==> src/rtl/bin2bcd_seq.sv <==
// Sequential binary-to-BCD converter (shift-and-add-3, one input bit per clock)
// with valid/ready handshakes and optional two's-complement input.
module bin2bcd_seq #(
   parameter int unsigned IN_W   = 9,
   parameter int unsigned DIGITS = 3,
   parameter int unsigned SIGNED = 0
) (
   input  logic                  clk,
   input  logic                  rst_n,
   input  logic                  in_valid,
   input  logic [IN_W-1:0]       in_bin,
   output logic                  in_ready,
   output logic                  out_valid,
   input  logic                  out_ready,
   output logic [4*DIGITS-1:0]   out_bcd,
   output logic                  out_neg
);

   localparam int unsigned BCD_W = 4 * DIGITS;
   localparam int unsigned CNT_W = $clog2(IN_W + 1);
   localparam int unsigned CHK_W = IN_W + BCD_W + 1;

   localparam logic [1:0] S_IDLE  = 2'd0;
   localparam logic [1:0] S_SHIFT = 2'd1;
   localparam logic [1:0] S_DONE  = 2'd2;

   // True when DIGITS decimal digits can represent the largest input magnitude.
   function automatic bit range_ok();
      logic [CHK_W-1:0] pow10;
      logic [CHK_W-1:0] mag_max;
      pow10 = CHK_W'(1);
      for (int i = 0; i < int'(DIGITS); i++) begin
         pow10 = CHK_W'(pow10 * CHK_W'(10));
      end
      if (SIGNED != 0) begin
         mag_max = CHK_W'(1) << (IN_W - 1);
      end else begin
         mag_max = (CHK_W'(1) << IN_W) - CHK_W'(1);
      end
      return pow10 > mag_max;
   endfunction

   if (IN_W < 2) begin : g_width_chk
      $error("bin2bcd_seq: IN_W must be at least 2");
   end

   if (!range_ok()) begin : g_range_chk
      $error("bin2bcd_seq: DIGITS too small for the IN_W magnitude range");
   end

   logic [1:0]       state_q, state_d;
   logic [BCD_W-1:0] bcd_q, bcd_d;
   logic [IN_W-1:0]  mag_q, mag_d;
   logic [CNT_W-1:0] cnt_q, cnt_d;
   logic             neg_q, neg_d;
   logic             valid_q, valid_d;
   logic             ready_q, ready_d;

   logic             in_neg_c;
   logic [IN_W-1:0]  in_mag_c;
   logic [BCD_W-1:0] adj_c;

   // Magnitude at IN_W bits: the most negative value maps onto itself as unsigned.
   assign in_neg_c = (SIGNED != 0) && in_bin[IN_W-1];
   assign in_mag_c = in_neg_c ? ((~in_bin) + IN_W'(1)) : in_bin;

   // Add 3 to every digit that is 5 or more before the next doubling.
   always_comb begin
      adj_c = bcd_q;
      for (int d = 0; d < int'(DIGITS); d++) begin
         if (bcd_q[4*d +: 4] >= 4'd5) begin
            adj_c[4*d +: 4] = bcd_q[4*d +: 4] + 4'd3;
         end
      end
   end

   always_comb begin
      state_d = state_q;
      bcd_d   = bcd_q;
      mag_d   = mag_q;
      cnt_d   = cnt_q;
      neg_d   = neg_q;
      valid_d = valid_q;
      case (state_q)
         S_IDLE: begin
            if (in_valid) begin
               bcd_d   = '0;
               mag_d   = in_mag_c;
               neg_d   = in_neg_c;
               cnt_d   = '0;
               state_d = S_SHIFT;
            end
         end
         S_SHIFT: begin
            bcd_d = BCD_W'({adj_c, mag_q[IN_W-1]});
            mag_d = IN_W'({mag_q, 1'b0});
            cnt_d = cnt_q + CNT_W'(1);
            if (cnt_q == CNT_W'(IN_W - 1)) begin
               state_d = S_DONE;
               valid_d = 1'b1;
            end
         end
         S_DONE: begin
            if (out_ready) begin
               state_d = S_IDLE;
               valid_d = 1'b0;
            end
         end
         default: begin
            state_d = S_IDLE;
            valid_d = 1'b0;
         end
      endcase
   end

   assign ready_d = (state_d == S_IDLE);

   always_ff @(posedge clk) begin
      if (!rst_n) begin
         state_q <= S_IDLE;
         bcd_q   <= '0;
         mag_q   <= '0;
         cnt_q   <= '0;
         neg_q   <= 1'b0;
         valid_q <= 1'b0;
         ready_q <= 1'b1;
      end else begin
         state_q <= state_d;
         bcd_q   <= bcd_d;
         mag_q   <= mag_d;
         cnt_q   <= cnt_d;
         neg_q   <= neg_d;
         valid_q <= valid_d;
         ready_q <= ready_d;
      end
   end

   assign in_ready  = ready_q;
   assign out_valid = valid_q;
   assign out_bcd   = bcd_q;
   assign out_neg   = neg_q;

endmodule

==> config.mk <==
export PLATFORM = sky130hd
export DESIGN_NAME = bin2bcd_seq
export DESIGN_NICKNAME = d
export VERILOG_FILES = /design/src/rtl/bin2bcd_seq.sv
export SDC_FILE = /design/constraint.sdc
export NUM_CORES = 1
export LEC_CHECK = 0
export BUFFER_PORTS_ARGS = -buffer_cell sky130_fd_sc_hd__buf_2
export CORE_UTILIZATION = 59
export DETAILED_ROUTE_END_ITERATION = 6
export GPL_TIMING_DRIVEN = 0
export PLACE_DENSITY = 0.84
export SLEW_MARGIN = 20
export SYNTH_ARGS = -nofsm -noshare
export SYNTH_HDL_FRONTEND = slang
export SYNTH_SLANG_ARGS = --single-unit
==> constraint.sdc <==
create_clock -name clk -period 2.3 [get_ports clk]
set_clock_uncertainty 0.1 [all_clocks]
set_input_delay 0.46 -clock clk [delete_from_list [all_inputs] [get_ports clk]]
set_output_delay 0.46 -clock clk [all_outputs]
set_load 0.005 [all_outputs]
# Yosys cells after proc, flatten, opt, wreduce, memory -nomap -nowiden
# Cells that the tools add are included.
# classes
bitwise_logic	1
n_eq_ne	6
add_sub_neg	4
order_cmp	3
mux	16
reduce_logical	5
# ops
op	count
one-hot mux 12 bit (2 select lines)	1
one-hot mux 9 bit (2 select lines)	1
>= comparator 4 x 3 -> 1 bit (second input constant)	3
2-to-1 mux 12 bit	1
2-to-1 mux 4 bit	3
2-to-1 mux 9 bit	1
adder 4 x 2 -> 4 bit (second input constant)	2
one-hot mux 4 bit (2 select lines)	1
2-to-1 mux 2 bit	3
inequality test 2 bit (second input constant)	3
one-hot mux 2 bit (3 select lines)	1
adder 4 x 1 -> 4 bit (second input constant)	1
== test 4 bit (second input constant)	1
logical NOT 2 bit	2
adder 3 x 2 -> 3 bit (second input constant)	1
2-to-1 mux 3 bit	1
one-hot mux 1 bit (3 select lines)	1
AND reduction 3 bit	1
== test 2 x 1 -> 1 bit (second input constant)	1
== test 2 bit (second input constant)	1
2-to-1 mux 1 bit	2
AND reduction 2 bit	1
nonzero test 2 bit	1
NOT 1 bit	1
# totals
input_bits	13
word_cells	41
ff_bits	29
out_inout_bits	15

# Longest topological paths before layout
# Gate-level depths: netlist of the first run.
# depth
word_depth	4
mapped_depth	6
ltp_nobuf	6

# Worst setup path before layout of the first run
# Ideal clock, no wire load.
# synth_path
path_kind	register to register
from	reg bcd_q[1] (netlist: out_bcd[1])
to	reg bcd_q[2] (netlist: out_bcd[2])
required_ns	2.131
slack_ns	0.760
t_arrival_ns	1.371
setup_time_ns	0.069
path_stages_with_launch	7
path_buffers	0
period_less_slack_ns	1.540
path_cell_list	dfxtp_1 inv_1 ha_1 nand2b_1 a21oi_2 mux2_2 o21ai_1
# synth_via
elab_chain_cells	3
word_cells_on_any_way	4
cone_classes	add/sub: 1; order compare: 1; mux: 2
# synth_lines
item	line	rtl
start: declaration	52	logic [BCD_W-1:0] bcd_q, bcd_d;
start signal: assignment	121	bcd_q <= '0;
start signal: assignment	129	bcd_q <= bcd_d;
adder 4 x 2 -> 4 bit / >= comparator 4 x 3 -> 1 bit (equally long branches)	72, 71	
2-to-1 mux 4 bit (*)	71	if (bcd_q[4*d +: 4] >= 4'd5) begin
one-hot mux 12 bit (2 select lines) (*)	84	case (state_q)
# Every way passes the cells marked *; elsewhere a longest branch is shown, timed or not.
# A chain may end at the register's enable or synchronous reset.

# Worst setup path in the final report of the first run
# Same ends and word-level chain as after synthesis.

==> impl_results.md, run 1 <==
* Antenna violations before repair at 0
* Via-to-Cell Ratio at 5.57
* Critical path launch point type: flip-flop
* Seq/Total Area, Yosys at 0.373
* Synth Cell Area at 0.00156 mm^2
* CTS max path bufs at 2
* IO Port Bufs at 26
* Nets at about 230
* Count of final hold-check violations at 0
* Overflow after GRT at 0
* DRC at 0
* Post-DR wirelength/cell at 13.6 um
* CTS resizes at 0
* Clk Tree Root Cell: clkbuf_4
* DR pass1 iterations at 6
* Final setup TNS at 0 ps
* FP Rows at 18
* Detailed placer's ending HPWL at 2.34 mm
* Critical Path RT at between 2000 and 2500 ps
* Leakage at 0.000761 uW
* Critical path arrival at between 1500 and 2000 ps
* Synthesis Warnings at 0
* Num ports at 28
* Post-DRT Antenna Nets at 0
* Pwr dens at 607 mW/mm^2
* CTS tree: done
* CP endpoint kind: flip-flop
* F_max at 580 MHz
* Setup CP Type: reg2reg
* Die extent in y at 53.3 um
* Post-Syn Nets at 192
* Area leader, netlist: dfxtp_1
* Post-Syn Instances at around 170
* Synth-to-Final Area Change at 16.5%
* Top cells by area, synth: dfxtp_1 37%, ha_1 6.4%, o221a_2 5.8%, nor2b_1 4.0%, buf_6 3.6%
* H-tree level count at 2
* Die W at ~53 um
* Final RePlAce weighted congestion at 0.814
* Clk slew on worst S/H paths at approximately 100 ps
* Min-Delay Path Class: in2reg
* Asr flop ratio synth at 0
* Initial DRC count at 39
* DIE AREA at between 0.002 and 0.003 mm^2
* Worst Path Max Fanout at 4
* Cts bufs inserted at 5
* First-pass GRT wire length at 5.23 mm
* Tcrit/Tclk final at 0.749
* Routed WL at 3.20 mm
* Outcome: complete, no violations
* Largest net degree at the start of global routing at 11
* Post-synth EDFFs at 0
* RSZ-0062 raised after global routing: false
* Core area at 0.00248 mm^2
* Synth top area share at 0.373
* Clock sinks at 29
* Hold WS at 316 ps
* Via Count at 1308
* Cell variety after synth at 37
* Main flop type after synthesis: dfxtp_1
* Finish-stage setup viols at 0
* Clk_lat worst skew at 330 ps
* Share of cells above drive strength 1 at 0.317
* Gr usage total at 0.262
* Synthesis-stage register bit count at 29
* Max_cap viols at 0
* Period minus WS final at 1720 ps
* Final Max Slew Viols at 0
* Initial Util at 0.628
* Hold_buf cts at 0
* N_diodes at 0
* Number of global-route vias before repair at 1217
* Avg Cell Area, Syn at 9.09 um^2
* Post-CTS setup buffer count at 0
* Max VDD drop at roughly 700 uV
-- cell usage after synthesis (3+ instances only) --
cell       n
nor2_1     9
o21ai_0   11
nand3_1    5
nand2_1   13
inv_1     11
mux2_2     3
xnor2_1    3
nor3b_1    4
nor2b_1   10
nor3_1     4
dfxtp_1   29
o221a_2    8
buf_6      5
nand2b_1   4
a21boi_0   4
ha_1       8
a21oi_1   11
-- logic make-up (layout without fill, tap and decap cells) --
| kind of cell | after synthesis | after routing | share of synthesized area |
|---|---|---|---|
| AO/OA/AOI/OAI | 48 | 48 | 0.230 |
| XOR/XNOR | 5 | 5 | 0.0282 |
| buffers and inverters | 22 | 56 | 0.0837 |
| flip-flops | 29 | 29 | 0.373 |
| multiplexers | 3 | 3 | 0.0217 |
| other | 1 | 1 | 0.00241 |
| adder cells (fa/ha/maj) | 8 | 8 | 0.0644 |
| AND/OR/NAND/NOR | 55 | 55 | 0.196 |
-- per-stage QoR --
stage	std cells	power (uW)	setup slack, ps	utilization	area, um^2
2_1_floorplan	171	629	760	-	1560
5_1_grt	235	1150	510	0.731	1810
4_1_cts	235	1110	607	0.731	1810
3_5_place_dp	227	664	634	0.695	1720
6_report	235	1100	576	0.731	1810
3_3_place_gp	227	657	738	0.695	1720
-- metal layers --
| layer | wire length, um | share of wire | vias to the layer above | track usage |
|---|---|---|---|---|
| met3 | 111 | 0.035 | 10 | 0.0862 |
| li1 | - | - | 655 | - |
| met1 | 1340 | 0.42 | 614 | 0.290 |
| met5 | 0 | 0 | - | 0 |
| met4 | 94 | 0.029 | 0 | 0.118 |
| met2 | 1650 | 0.52 | 29 | 0.448 |
-- worst paths after layout --
check,start,end,slack [ps],cells after the start
min reg2reg,out_valid,out_valid,350,2
max,out_bcd[1],out_bcd[2],580,6
max reg2reg,out_bcd[1],out_bcd[2],580,6
min,out_ready,out_valid,320,4
-- state kept, by name, summed over array words and instances (netlist names) --
| name | flops |
|---|---|
| cnt_q | 4 |
| in_ready | 1 |
| mag_q | 9 |
| out_bcd | 12 |
| out_valid | 1 |
| state_q | 2 |
-- area by class of cell --
cell class / instances / area [um^2]
timing repair buffer: 26 / 130
clock buffer: 6 / 51.3
clock inverter: 2 / 37.5
multi-input combinational: 120 / 845
buffer: 11 / 88.8
fill: 196 / 666
tap: 30 / 37.5
inverter: 11 / 41.3
sequential: 29 / 581
-- cell usage in the layout (no fill, tap or decap), types with 3 or more instances in the layout --
| master | instances |
|---|---|
| inv_1 | 11 |
| nor3_1 | 4 |
| dfxtp_1 | 29 |
| nor2_1 | 9 |
| clkbuf_4 | 5 |
| nor3b_1 | 4 |
| a21boi_0 | 4 |
| xnor2_1 | 3 |
| nand2_1 | 13 |
| nand2b_1 | 4 |
| ha_1 | 8 |
| o21ai_0 | 11 |
| o221a_2 | 8 |
| nand3_1 | 5 |
| buf_2 | 28 |
| nor2b_1 | 10 |
| buf_6 | 5 |
| mux2_2 | 3 |
| a21oi_1 | 11 |
-- critical path: stages, from the launching register on --
cell and delay, ps:
dfxtp_1 390, inv_1 90, ha_1 190, nand2b_1 160
a21oi_2 240, mux2_2 360, o21ai_1 130
-- report_power, final --
group	switching (uW)	internal, uW
clock	188	258
combinational	62.0	59.4
sequential	11.4	521
total	262	838
No activity file was read; power rests on OpenSTA's default activity.
==> run 2: changes to the inputs <==
--- a/config.mk
+++ b/config.mk
@@ -5,11 +5,12 @@
 export SDC_FILE = /design/constraint.sdc
 export NUM_CORES = 1
 export LEC_CHECK = 0
+export ABC_AREA = 1
 export BUFFER_PORTS_ARGS = -buffer_cell sky130_fd_sc_hd__buf_2
-export CORE_UTILIZATION = 59
+export CORE_UTILIZATION = 54
 export DETAILED_ROUTE_END_ITERATION = 6
 export GPL_TIMING_DRIVEN = 0
-export PLACE_DENSITY = 0.84
+export PLACE_DENSITY = 0.78
 export SLEW_MARGIN = 20
 export SYNTH_ARGS = -nofsm -noshare
 export SYNTH_HDL_FRONTEND = slang
==> constraint.sdc (replaced) <==
create_clock -name clk -period 1.67 [get_ports clk]
set_clock_uncertainty 0.1 [all_clocks]
set_input_delay 0.334 -clock clk [delete_from_list [all_inputs] [get_ports clk]]
set_output_delay 0.334 -clock clk [all_outputs]
set_load 0.005 [all_outputs]
==> impl_results.md, run 2 <==
* Hold depth at 3
* Avg Cell Area, Syn at ~7 um^2
* Clk Tree Root Cell: clkbuf_4
* CTS tree: done
* Synth Cell Area at between 0.0015 and 0.002 mm^2
* Area leader, netlist: dfxtp_1
* Most frequent cell after synthesis: nand2_1
* Num ports at 28
* Period minus WS final at 1460 ps
* Clk_lat worst skew at between 300 and 400 ps
* Die extent in y at 55.1 um
* Final Max Slew Viols at 0
* H-tree level count at 2
* Min-Delay Path Class: in2reg
* Outcome: complete, no violations
* CP cell instances: inv_1 > ha_1 > inv_1 > nand2_1 > nand3_1 > nand2_1 > nor2_1 > nor2_1 > nor2_1
* Tcrit/Tclk final at 0.875
* DR pass1 iterations at 4
* Met2 routed WL at 1.28 mm
* CTS resizes at 0
* Post-CTS setup buffer count at 0
* Post-synth EDFFs at 0
* Via Count at 1423
* Total power at 1260 uW
* Top Metal Used: met4
* Overflow after GRT at 0
* Core area at about 0.0026 mm^2
* Leakage at 0.000809 uW
* Max incr delay on CP at 430 ps
* Post-Syn Instances at 215
* Worst Hold End: mag_q[0]
* Number of global-route vias before repair at roughly 1200
* Pwr dens at 726 mW/mm^2
* Critical path launch point type: flip-flop
* Count of final hold-check violations at 0
* Routed WL at 2.94 mm
* R2R setup slack at 210 ps
* Worst r2r src: out_bcd[0]
* Via-to-Cell Ratio at 5.12
* Hold_buf cts at 0
* Share of cells above drive strength 1 at 0.198
* Final Core Density at 0.675
* Largest net degree at the start of global routing at 11
* Post-DRT Antenna Nets at 0
* Max FFs per register at 12
* Synthesis Warnings at 0
* Worst Path Max Fanout at 6
* Max_cap viols at 0
* Final RePlAce weighted congestion at between 0.7 and 0.8
* Commonest cells after routing, fill and taps aside: 60 x nand2_1, 29 x dfxtp_1, 28 x buf_2
* Main flop type after synthesis: dfxtp_1
* Clock sinks at 29
* CTS max path bufs at 2
* Synth cell count leaders: 60 x nand2_1, 29 x dfxtp_1, 26 x inv_1
* Synth-to-Final Area Change at 14.1%
* FP Rows at 18
* CP max-delay cell: dfxtp_1
* Cts bufs inserted at 5
* Post-DR wirelength/cell at 10.6 um
* M1 WL at 1.47 mm
* Clk slew on worst S/H paths at 100 ps
* Min-delay src: in_bin[0]
* Gr usage total at 0.223
* Reg2reg path depth at 9
* Critical Path RT at 1840 ps
* Asr flop ratio synth at 0
* CP dominant cell by count: nor2_1
* Die W at 55.1 um
* Finish-stage setup viols at 0
* Most common cell after layout, fill and taps aside: nand2_1
* Setup CP Type: reg2reg
* Synthesis-stage register bit count at 29
* Critical path arrival at 1630 ps
* Antenna violations before repair at 0
* IO Port Bufs at 25
* Seq/Total Area, Yosys at 0.382
* Detailed placer's ending HPWL at between 2 and 2.5 mm
* Top cells by area, synth: dfxtp_1 38%, nand2_1 15%, a21oi_1 6.9%, ha_1 6.6%, inv_1 6.4%
* Post-Syn Nets at approximately 240
* First-pass GRT wire length at 4.80 mm
* Nets at 268
* Max VDD drop at approximately 580 uV
* Cell variety after synth at 24
* R2R Path End: out_bcd[4]
* N_diodes at 0
* Initial DRC count at 24
* RSZ-0062 raised after global routing: false
* Metal3 WL at 140 um
* Initial Util at 0.592
* Synth top area share at 0.382
* DRC at 0
* DIE AREA at 0.00303 mm^2
* F_max at 685 MHz
* CP endpoint kind: flip-flop
* Final setup TNS at 0 ps
==> run 2: final cells by class <==
class / count / area, um^2
Buffer: 7 / 55.1
Clock buffer: 6 / 41.3
Clock inverter: 2 / 10.0
Fill cell: 237 / 833
Inverter: 29 / 114
Multi-Input combinational cell: 150 / 771
Sequential cell: 29 / 581
Tap cell: 30 / 37.5
Timing Repair Buffer: 25 / 125
==> run 2: critical path: cells and delay by family (launching register included) <==
| kind | cells | cell delay (ps) |
|---|---|---|
| fa+ha+maj | 1 | 220 |
| buf+inv | 2 | 160 |
| flops | 1 | 430 |
| simple gates | 6 | 510 |
==> run 2: power breakdown <==
part / leakage, uW / internal, uW / switching, uW
Clock: 0.0000320 / 160 / 242
Combinational: 0.000541 / 52.0 / 80.7
Sequential: 0.000236 / 711 / 12.4
==> run 2: per-stage QoR <==
| step | area, um^2 | instances | setup WS (ps) | hold WS, ps |
|---|---|---|---|---|
| after detailed placement | 1680 | 270 | 258 | 358 |
| after global placement | 1680 | 270 | 266 | 351 |
| final | 1730 | 278 | 209 | 148 |
| after global routing | 1730 | 278 | 57.2 | 147 |
| after CTS | 1730 | 278 | 234 | 145 |
| after floorplan | 1520 | 215 | 358 | 339 |
==> run 2: worst max path at each step <==
stage,from,endpoint,depth (start not counted)
after global routing,out_bcd[0],out_bcd[4],9
after CTS,out_bcd[0],out_bcd[4],9
after floorplan,out_bcd[0],out_bcd[4],9
after global placement,out_bcd[0],out_bcd[4],9
final,out_bcd[0],out_bcd[4],9
after detailed placement,out_bcd[0],out_bcd[4],9
==> run 2: kinds of logic (layout without fill, tap and decap cells) <==
logic type | Yosys count | in the layout | share of synthesized area
other | 1 | 1 | 0.00247
flip-flops | 29 | 29 | 0.382
AO/OA/AOI/OAI | 34 | 34 | 0.124
buffers and inverters | 36 | 69 | 0.111
adder cells (fa/ha/maj) | 8 | 8 | 0.0658
AND/OR/NAND/NOR | 107 | 107 | 0.314
==> run 2: per-layer routing <==
| metal | GRT usage | vias up |
|---|---|---|
| met5 | 0 | - |
| met4 | 0.0875 | 0 |
| met3 | 0.0574 | 7 |
| met2 | 0.371 | 38 |
| met1 | 0.272 | 624 |
| li1 | - | 754 |
